`src/rtl/mem_req_arbiter_pkg.sv`:
```
// Shared encodings for the fetch/load-store memory port arbiter.
// Owner bits, arbiter states, default depths and the per-request field bundle.
package mem_req_arbiter_pkg;

  localparam logic ARB_SRC_INST = 1'b0;
  localparam logic ARB_SRC_DATA = 1'b1;

  localparam int ARB_MAX_OUTST    = 2;
  localparam int ARB_STARVE_LIMIT = 4;

  typedef enum logic [1:0] {
    ARB_IDLE      = 2'd0,
    ARB_LOCK_INST = 2'd1,
    ARB_LOCK_DATA = 2'd2
  } arb_state_t;

  typedef struct packed {
    logic        wr;
    logic [1:0]  size;
    logic [3:0]  wstrb;
    logic [31:0] addr;
    logic [31:0] wdata;
  } mem_req_t;

  function automatic arb_state_t lock_state(input logic src);
    return (src == ARB_SRC_DATA) ? ARB_LOCK_DATA : ARB_LOCK_INST;
  endfunction

endpackage

```
`src/rtl/arb_id_fifo.sv`:
```
// In-order 1-bit owner FIFO; zero-latency head, same-cycle push+pop supported.
// No internal backpressure: the caller must not push when full or pop when empty.
module arb_id_fifo
  import mem_req_arbiter_pkg::*;
#(
  parameter int DEPTH = ARB_MAX_OUTST
) (
  input  logic clk,
  input  logic resetn,
  input  logic push,
  input  logic push_dat,
  input  logic pop,
  output logic head,
  output logic full,
  output logic empty
);

  localparam int PW = $clog2(DEPTH);
  localparam int CW = PW + 1;

  logic [DEPTH-1:0] slots;
  logic [PW-1:0]    wr_ptr;
  logic [PW-1:0]    rd_ptr;
  logic [CW-1:0]    count;

  // DEPTH is a power of two, so the pointers wrap by natural overflow.
  always_ff @(posedge clk or negedge resetn) begin
    if (!resetn) begin
      slots  <= '0;
      wr_ptr <= '0;
      rd_ptr <= '0;
      count  <= '0;
    end else begin
      if (push) begin
        slots[wr_ptr] <= push_dat;
        wr_ptr        <= wr_ptr + 1'b1;
      end
      if (pop) begin
        rd_ptr <= rd_ptr + 1'b1;
      end
      case ({push, pop})
        2'b10:   count <= count + 1'b1;
        2'b01:   count <= count - 1'b1;
        default: count <= count;
      endcase
    end
  end

  assign head  = slots[rd_ptr];
  assign full  = (count == CW'(DEPTH));
  assign empty = (count == '0);

endmodule

```
`src/rtl/mem_req_arbiter.sv`:
```
// Arbitrates fetch and load/store onto one sram-like port; 0-cycle address and return path.
// Holds grant until mem_addr_ok, stalls both at MAX_OUTST outstanding; ARB_STARVE_GUARD_EN adds fetch anti-starvation.
module mem_req_arbiter
  import mem_req_arbiter_pkg::*;
#(
  parameter int MAX_OUTST = ARB_MAX_OUTST
`ifdef ARB_STARVE_GUARD_EN
  , parameter int STARVE_LIMIT = ARB_STARVE_LIMIT
`endif
) (
  input  logic        clk,
  input  logic        resetn,

  input  logic        inst_req,
  input  logic        inst_wr,
  input  logic [1:0]  inst_size,
  input  logic [3:0]  inst_wstrb,
  input  logic [31:0] inst_addr,
  input  logic [31:0] inst_wdata,
  output logic        inst_addr_ok,
  output logic        inst_data_ok,
  output logic [31:0] inst_rdata,

  input  logic        data_req,
  input  logic        data_wr,
  input  logic [1:0]  data_size,
  input  logic [3:0]  data_wstrb,
  input  logic [31:0] data_addr,
  input  logic [31:0] data_wdata,
  output logic        data_addr_ok,
  output logic        data_data_ok,
  output logic [31:0] data_rdata,

  output logic        mem_req,
  output logic        mem_wr,
  output logic [1:0]  mem_size,
  output logic [3:0]  mem_wstrb,
  output logic [31:0] mem_addr,
  output logic [31:0] mem_wdata,
  input  logic        mem_addr_ok,
  input  logic        mem_data_ok,
  input  logic [31:0] mem_rdata,

  output logic        arb_err
);

  arb_state_t state;
  arb_state_t state_nxt;

  mem_req_t inst_fields;
  mem_req_t data_fields;
  mem_req_t sel_fields;

  logic sel_src;
  logic src_pend;
  logic force_inst;
  logic accept;
  logic pop;
  logic fifo_full;
  logic fifo_empty;
  logic fifo_head;

  assign inst_fields = '{wr: inst_wr, size: inst_size, wstrb: inst_wstrb,
                         addr: inst_addr, wdata: inst_wdata};
  assign data_fields = '{wr: data_wr, size: data_size, wstrb: data_wstrb,
                         addr: data_addr, wdata: data_wdata};

  // Source selection: a lock pins the grant, otherwise data wins unless fetch is forced.
  always_comb begin
    sel_src  = ARB_SRC_DATA;
    src_pend = 1'b0;
    case (state)
      ARB_LOCK_INST: begin
        sel_src  = ARB_SRC_INST;
        src_pend = inst_req;
      end
      ARB_LOCK_DATA: begin
        sel_src  = ARB_SRC_DATA;
        src_pend = data_req;
      end
      default: begin
        if (data_req && !force_inst) begin
          sel_src  = ARB_SRC_DATA;
          src_pend = 1'b1;
        end else if (inst_req) begin
          sel_src  = ARB_SRC_INST;
          src_pend = 1'b1;
        end
      end
    endcase
  end

  assign sel_fields = (sel_src == ARB_SRC_DATA) ? data_fields : inst_fields;
  assign mem_req    = resetn & src_pend & ~fifo_full;
  assign accept     = mem_req & mem_addr_ok;
  assign pop        = mem_data_ok & ~fifo_empty;

  always_ff @(posedge clk or negedge resetn) begin
    if (!resetn) begin
      state <= ARB_IDLE;
    end else begin
      state <= state_nxt;
    end
  end

  // A lock whose requester has withdrawn is released; mem_req is already low then.
  always_comb begin
    state_nxt = state;
    case (state)
      ARB_IDLE: begin
        if (mem_req && !mem_addr_ok) begin
          state_nxt = lock_state(sel_src);
        end
      end
      default: begin
        if (accept || !src_pend) begin
          state_nxt = ARB_IDLE;
        end
      end
    endcase
  end

  always_comb begin
    mem_wr       = sel_fields.wr;
    mem_size     = sel_fields.size;
    mem_wstrb    = sel_fields.wstrb;
    mem_addr     = sel_fields.addr;
    mem_wdata    = sel_fields.wdata;
    inst_addr_ok = accept & (sel_src == ARB_SRC_INST);
    data_addr_ok = accept & (sel_src == ARB_SRC_DATA);
    inst_data_ok = pop & (fifo_head == ARB_SRC_INST);
    data_data_ok = pop & (fifo_head == ARB_SRC_DATA);
    inst_rdata   = mem_rdata;
    data_rdata   = mem_rdata;
  end

  arb_id_fifo #(
    .DEPTH (MAX_OUTST)
  ) u_id_fifo (
    .clk      (clk),
    .resetn   (resetn),
    .push     (accept),
    .push_dat (sel_src),
    .pop      (pop),
    .head     (fifo_head),
    .full     (fifo_full),
    .empty    (fifo_empty)
  );

  always_ff @(posedge clk or negedge resetn) begin
    if (!resetn) begin
      arb_err <= 1'b0;
    end else if (mem_data_ok && fifo_empty) begin
      arb_err <= 1'b1;
    end
  end

`ifdef ARB_STARVE_GUARD_EN
  localparam int SW = $clog2(STARVE_LIMIT + 1);

  logic [SW-1:0] starve_cnt;

  // Counts data grants taken while fetch was waiting; saturates at the limit.
  always_ff @(posedge clk or negedge resetn) begin
    if (!resetn) begin
      starve_cnt <= '0;
    end else if (accept) begin
      if (sel_src == ARB_SRC_INST || !inst_req) begin
        starve_cnt <= '0;
      end else if (starve_cnt != SW'(STARVE_LIMIT)) begin
        starve_cnt <= starve_cnt + 1'b1;
      end
    end
  end

  assign force_inst = inst_req & (starve_cnt == SW'(STARVE_LIMIT));
`else
  assign force_inst = 1'b0;
`endif

endmodule

```
`config.mk`:
```
export PLATFORM = sky130hd
export DESIGN_NAME = mem_req_arbiter
export DESIGN_NICKNAME = d
export VERILOG_FILES = /design/src/rtl/mem_req_arbiter_pkg.sv /design/src/rtl/arb_id_fifo.sv /design/src/rtl/mem_req_arbiter.sv
export SDC_FILE = /design/constraint.sdc
export NUM_CORES = 1
export LEC_CHECK = 0
export BUFFER_PORTS_ARGS = -buffer_cell sky130_fd_sc_hd__buf_2
export CORE_AREA = 2 2 126 128
export DETAILED_ROUTE_END_ITERATION = 8
export DIE_AREA = 0 0 128 130
export GPL_ROUTABILITY_DRIVEN = 0
export PLACE_DENSITY = 0.55
export SYNTH_ARGS = -nofsm -noshare
export SYNTH_HDL_FRONTEND = slang
export SYNTH_HIERARCHICAL = 1
export SYNTH_SLANG_ARGS = --single-unit
```
`constraint.sdc`:
```
create_clock -name clk -period 2.85 [get_ports clk]
set_clock_uncertainty 0.1 [all_clocks]
set_input_delay 0.285 -clock clk [delete_from_list [all_inputs] [get_ports clk]]
set_output_delay 0.285 -clock clk [all_outputs]
set_load 0.02 [all_outputs]
```
==> results of run 1 <==
==> worst max-delay path by stage <==
stage | cells past startpoint | from | slack (ns) | to
after floorplan | 7 | state[0] | 0.78 | mem_addr[0]
final | 8 | state[0] | 0.19 | mem_wdata[4]
after global routing | 8 | state[0] | 0.09 | mem_wdata[9]
after detailed placement | 8 | state[0] | 0.43 | mem_wdata[4]
after global placement | 8 | state[0] | 0.46 | mem_wdata[4]
after CTS | 8 | state[0] | 0.18 | mem_wdata[4]
==> power by group <==
part	total [W]	switching [W]	internal, W
clock network	0.000245	0.0000584	0.000187
registers	0.000230	0.0000447	0.000185
logic	0.00268	0.00136	0.00132
total	0.00315	0.00147	0.00169
==> stage by stage <==
stage / total power, W / utilization [%] / hold WS, ns
2_1_floorplan: 0.002421 / - / -0.1106
3_3_place_gp: 0.002930 / 19.08 / 0.05258
3_5_place_dp: 0.002930 / 19.08 / 0.05183
4_1_cts: 0.003190 / 19.65 / 0.1639
5_1_grt: 0.003336 / 19.65 / 0.1668
6_report: 0.003154 / 19.65 / 0.1669
==> per-layer routing <==
metal  vias up  track usage (%)  share of wire [%]
met1       836            7.905                 41
li1        923                -                  -
met3         2            2.542                 13
met4         0           0.8403               0.22
met2       154            10.88                 46
met5         -                0                  0
==> cells in the mapped netlist (all sizes together), types with 3 or more instances <==
cell   number  area, um2
a32o        3      30.03
buf        72      561.8
dfrtp       9      225.2
ha          4      50.05
inv         5      18.76
mux2       74       1006
nor2        6      22.52
nor2b       3      18.77
xor2        3      26.28
==> repair_timing <==
| item | CTS | global route |
|---|---|---|
| hold endpoints to repair | 9 | 0 |
| resized for setup | 0 | 0 |
| hold buffers | 1 | 0 |
| setup endpoints to repair | 0 | 0 |
==> state kept, by name, indices dropped and copies added (netlist names) <==
name              count
state                 2
u_id_fifo/wr_ptr      1
u_id_fifo/slots       2
u_id_fifo/count       2
u_id_fifo/rd_ptr      1
arb_err               1
==> final cells by class <==
cell class / instances / area (um2)
well taps: 192 / 240.2
fillers: 1727 / 12390
repair buffers: 228 / 1191
inverters: 5 / 18.77
clock buffers: 4 / 78.83
flip-flops and latches: 9 / 225.2
multi-input cells: 109 / 1277
==> worst reg2reg max path: stages (launching register included) <==
cell and delay (ns):
dfrtp_1 0.37, inv_1 0.07, ha_1 0.32, nand2b_1 0.13, a22o_1 0.24, nand3_1 0.15, inv_1 0.14, inv_1 0.07
ha_1 0.30, nor2_1 0.14, xor2_1 0.15
==> cell families after synthesis <==
kind of cell             after synthesis  synth area share (%)
AO/OA/AOI/OAI                          7                 3.363
XOR/XNOR                               5                 2.102
adder cells (fa/ha/maj)                4                 2.402
buffers and inverters                 77                 27.87
flip-flops                             9                 10.81
multiplexers                          74                 48.29
AND/OR/NAND/NOR                       19                 5.165
==> reports/metrics.csv, run 1 <==
stage,metric,value,unit
worst_setup_path,worst reg2reg endpoint,u_id_fifo/count[1],
yosys,Cell variety after synth,26,
worst_setup_path,most frequent CP cell,buf_12,
clock_tree,TritonCTS sink count,9,
power_and_ir_drop,P_leak,1.709,nW
floorplanning,die area,16640,um2
timing,fin worst setup slack,0.1914,ns
timing,setup violators final,0,
detailed_routing,DR DRC count,0,
global_routing,vias in the first global route,1697,
worst_setup_path,"slowest stage delay, CP",0.37,ns
clock_tree,Post-CTS Setup Bufs,0,
yosys,Post-synth EDFFs,0,
detailed_routing,DR vias,1915,
worst_setup_path,Crit-path slowest cell,dfrtp_1,
worst_setup_path,slack of the worst reg-to-reg path,0.60,ns
flow_run,max-capacitance violation count,0,
clock_tree,Clock Pin Slew Worst Setup and Hold Paths,0.04,ns
floorplanning,# rows,46,
timing,"Hold Vio Cnt, Final",0,
detailed_routing,final wirelength,6.430,mm
timing,RSZ-0062 raised after global routing,false,
final_layout,Layout area overhead,45.53,%
yosys,ys async rst share,100.0,%
yosys,Synth Flop Type,dfrtp_1,
yosys,Synth Net Count,379,
final_layout,post-route insts no fill,547,
timing,f_max,376.1,MHz
clock_tree,Root Driver,clkbuf_16,
worst_setup_path,WS Path Type,flop to output port,
detailed_routing,post-route ant nets,0,
detailed_routing,wire per inst,11.76,um
global_routing,Total GRT Usage,6.414,%
power_and_ir_drop,worst vdd ir,0.5994,mV
final_layout,Layout Nets,540,
yosys,Mapped Cells,195,
clock_tree,worst-skew pair later-pin latency,0.23,ns
worst_setup_path,Worst EP arrival,2.27,ns
yosys,sequential share of the synthesized area,10.81,%
timing,Fin Setup TNS,0,ns
floorplanning,Starting Density,13.51,%
worst_setup_path,crit start category,flop,
timing,worst relative slew slack,78.69,%
floorplanning,Ports,321,
detailed_routing,vias per inst,3.501,
final_layout,layout cells sized above 1,86.48,%
power_and_ir_drop,pwr/cell area,1040,nW/um2
worst_setup_path,worst-path maximum fanout,31,
yosys,Synth Cell Area,2083,um2
hold_path,Hold Path Depth,2,
yosys,Avg Inst Size Synth,10.68,um2
place,Post-Place Cell Area,2943,um2
worst_setup_path,"delay-heaviest family, CP",buffers and inverters,
run_status,status,finished clean,
place,IO buf count,224,
yosys,register bit total from synthesis,9,
global_routing,global-route wire length before repair,8.473,mm
place,cell count after placement,542,
clock_tree,Max clock buf depth,2,
clock_tree,Inserted Clock Buffers,3,
final_layout,"commonest non-fill, non-tap cell in the layout",buf_2,
timing,Final Cycle Share,93.28,%
global_routing,grt total ovfl,0,
final_layout,design area,3032,um2
worst_setup_path,crit end category,output port,
worst_setup_path,"Cell Chain, Critical Path",inv_1 -> ha_1 -> nand2b_1 -> a21boi_4 -> buf_12 -> buf_12 -> mux2_2 -> buf_2,
global_routing,initial antenna violation count,0,
worst_setup_path,worst reg-to-reg path cell count,10,
place,HPWL Detailed,5.710,mm
timing,worst-margin pin slew,0.3189,ns
worst_setup_path,Critical Path RT,2.47,ns
hold_path,Min-Delay Endpoint,arb_err,
worst_setup_path,FF-to-FF Start,state[0],
yosys,YS warnings,6,
clock_tree,H-Tree Depth,1,
detailed_routing,Initial DRC Count,37,
global_routing,pin count of the biggest net entering global routing,32,
final_layout,most frequent cells in the layout,"buf_2 (224), mux2_4 (46), mux2_2 (28)",
floorplanning,area of the core,15420,um2
hold_path,worst hold path class,primary input to flop,
clock_tree,CTS tree,built,
hold_path,hold_sp,mem_data_ok,
place,dpl ws,0.4269,ns
final_layout,Antenna Cells,0,
floorplanning,Die Span X,128,um
timing,Pins Over Slew Limit,0,
timing,crit path time final,2.659,ns
worst_setup_path,CP bufs+invs,4,
detailed_routing,drt pass-1 iters,4,
floorplanning,Die Y-Extent,130,um
Power figures use the tool's default switching activity.
==> run 2: changes to the inputs <==
- ABC_AREA: default -> 1
- CORE_AREA: 2 2 126 128 -> 2 2 123 125
- DIE_AREA: 0 0 128 130 -> 0 0 125 127
- PLACE_DENSITY: 0.55 -> 0.56
==> run 2 against run 1 <==
Against the previous run:
- register-to-register slack improved by 0.14 ns
- largest power group unchanged
- area after synthesis decreased by 2.4%
- routed wire length increased by 35%
- critical endpoint is now mem_wdata[16]
- synthesized cell count increased by 92%
- hold slack improved by 0.0048 ns
- first-iteration DRC count increased to 3.5 times the previous value
- critical path depth increased by 1
- design area decreased by 5.2%
- critical path type unchanged
- combinational power decreased by 12%
==> reports/metrics.csv, run 2 <==
stage,metric,value,unit
yosys,post-synth top area cell,nand2_1,
yosys,Post-synth EDFFs,0,
final_layout,Regs by FF count,"state x2, u_id_fifo/count x2, u_id_fifo/slots x2",
global_routing,initial antenna violation count,0,
clock_tree,TritonCTS sink count,9,
place,Post-Place Cell Area,2785,um2
timing,"Hold Vio Cnt, Final",0,
detailed_routing,final wirelength,8.712,mm
power_and_ir_drop,pwr/cell area,981.8,nW/um2
floorplanning,Die Y-Extent,127,um
yosys,register bit total from synthesis,9,
yosys,synth cell count leaders,"nand2_1 (233), buf_4 (64), inv_1 (19)",
final_layout,Layout fillers,1719,
yosys,"count leader, synth",nand2_1,
final_layout,multi-input logic area,1075,um2
yosys,Synth Cell Area,2033,um2
floorplanning,Starting Density,14.10,%
timing,worst relative slew slack,70.04,%
worst_setup_path,worst reg2reg endpoint,u_id_fifo/count[1],
floorplanning,area of the core,14420,um2
final_layout,design area,2874,um2
timing,worst-margin pin slew,0.4494,ns
yosys,sequential share of the synthesized area,11.08,%
worst_setup_path,worst-path maximum fanout,44,
timing,Fin Setup TNS,0,ns
final_layout,sequential cell area,225.2,um2
place,IO buf count,224,
yosys,Synth Flop Type,dfrtp_1,
yosys,YS warnings,6,
yosys,post-synthesis mux area share,0,%
global_routing,global-route wire length before repair,13.01,mm
hold_path,Hold Path Depth,2,
yosys,Synth Area in XOR/XNOR,0.8615,%
detailed_routing,DR DRC count,0,
clock_tree,worst-skew pair later-pin latency,0.23,ns
detailed_routing,vias per inst,3.709,
floorplanning,# rows,44,
worst_setup_path,FF-to-FF Start,state[0],
yosys,top-area cell type share of the netlist area,43.02,%
timing,Pins Over Slew Limit,0,
worst_setup_path,crit start category,flop,
global_routing,Total GRT Usage,10.07,%
power_and_ir_drop,P_leak,1.942,nW
worst_setup_path,Worst EP arrival,2.12,ns
yosys,Synth Net Count,558,
clock_tree,Root Driver,clkbuf_16,
clock_tree,Clock Pin Slew Worst Setup and Hold Paths,0.04,ns
timing,f_max,399.4,MHz
floorplanning,die area,15880,um2
floorplanning,Ports,321,
run_status,status,finished clean,
place,HPWL Detailed,7.514,mm
hold_path,worst hold path class,primary input to flop,
global_routing,grt total ovfl,0,
final_layout,Layout Nets,712,
final_layout,layout cells sized above 1,44.78,%
yosys,Cell variety after synth,21,
yosys,Synth Area in Simple Gates,47.75,%
clock_tree,Max clock buf depth,2,
final_layout,Layout area overhead,41.35,%
yosys,dominant cells by area after synthesis,"nand2_1 (43%), buf_4 (24%), dfrtp_1 (11%), buf_6 (8.3%), inv_1 (3.5%)",
timing,RSZ-0062 raised after global routing,false,
worst_setup_path,worst reg-to-reg path cell count,15,
worst_setup_path,crit end category,output port,
detailed_routing,DR vias,2637,
clock_tree,CTS tree,built,
global_routing,vias in the first global route,2490,
clock_tree,H-Tree Depth,1,
final_layout,most frequent cells in the layout,"nand2_1 (233), buf_2 (224), inv_1 (19)",
flow_run,max-capacitance violation count,0,
timing,Final Cycle Share,87.85,%
hold_path,Min-Delay Endpoint,arb_err,
yosys,adder-cell share of the synthesized area,2.462,%
final_layout,"commonest non-fill, non-tap cell in the layout",nand2_1,
detailed_routing,drt pass-1 iters,4,
power_and_ir_drop,worst vdd ir,0.4912,mV
clock_tree,Inserted Clock Buffers,3,
timing,setup violators final,0,
hold_path,hold_sp,mem_data_ok,
timing,crit path time final,2.504,ns
yosys,ys async rst share,100.0,%
final_layout,Antenna Cells,0,
yosys,Avg Inst Size Synth,5.436,um2
yosys,Mapped Cells,374,
floorplanning,Die Span X,125,um
yosys,main combinational cell family by area after synthesis,simple AND/OR/NAND/NOR gates,
detailed_routing,Initial DRC Count,128,
global_routing,pin count of the biggest net entering global routing,45,
detailed_routing,wire per inst,12.25,um
yosys,Synth Area in Compound Gates,1.785,%
worst_setup_path,Critical Path RT,2.47,ns
worst_setup_path,WS Path Type,flop to output port,
detailed_routing,post-route ant nets,0,
worst_setup_path,slack of the worst reg-to-reg path,0.74,ns
==> run 2: report_power, final <==
| part | total, W | switching, W | internal (W) |
|---|---|---|---|
| Combinational | 0.00236 | 0.00159 | 0.000761 |
| Sequential | 0.000223 | 0.0000418 | 0.000181 |
| Clock | 0.000244 | 0.0000569 | 0.000187 |
==> run 2: metrics by stage <==
step                std cells  setup WS (ns)  util [%]  total power (W)  hold slack [ns]
global placement          706         0.5718     19.31         0.002613          0.05689
floorplan                 374         0.7854         -         0.002081          -0.1106
finish                    711         0.3462     19.93         0.002822           0.1718
global route              711         0.1592     19.93         0.003106           0.1848
detailed placement        706         0.5894     19.31         0.002614          0.05308
CTS                       711         0.3358     19.93         0.002875           0.1717
==> run 2: area by class of cell <==
cell class	count	share of cell area [%]
clock buffer	4	2.743
inverter	21	2.743
timing repair buffer	229	41.27
sequential	9	7.836
tap	184	8.010
multi-input combinational	264	37.40
==> run 2: worst max path at each step <==
stage	from	slack [ns]	to	cells past startpoint
after CTS	state[0]	0.34	mem_wdata[16]	9
after global placement	state[0]	0.57	mem_wdata[19]	9
final	state[0]	0.35	mem_wdata[16]	9
after detailed placement	state[1]	0.59	mem_wdata[16]	9
after floorplan	state[0]	0.79	u_id_fifo/count[1]	15
after global routing	state[1]	0.16	mem_wdata[16]	9
==> run 2: kinds of logic after synthesis <==
| logic type | Yosys count |
|---|---|
| and+or+nand+nor | 252 |
| adders and majority gates | 4 |
| buffers and inverters | 101 |
| xor gates and xnor gates | 2 |
| AOI/OAI and AO/OA | 6 |
| DFF | 9 |
==> run 2: layer usage <==
layer  vias to the layer above  track usage, %  share of wire (%)
li1                       1350               -                  -
met1                      1083           11.76                 38
met2                       176           17.20                 47
met3                        28           4.313                 12
met4                         0           2.288                2.4
met5                         -               0                  0
==> run 2: repair_timing <==
action / CTS / global route
endpoints found under the hold margin: 9 / 0
gates resized for setup: 0 / 0
setup buffers: 0 / 0
hold buffers: 1 / 0
==> run 2: critical path, cell delays in order (launching register included) <==
cell	delay (ns)
dfrtp_1	0.37
inv_1	0.07
ha_1	0.28
inv_1	0.05
or2_1	0.21
nand2_2	0.08
buf_4	0.38
nand2_1	0.12
nand2_1	0.10
buf_2	0.18
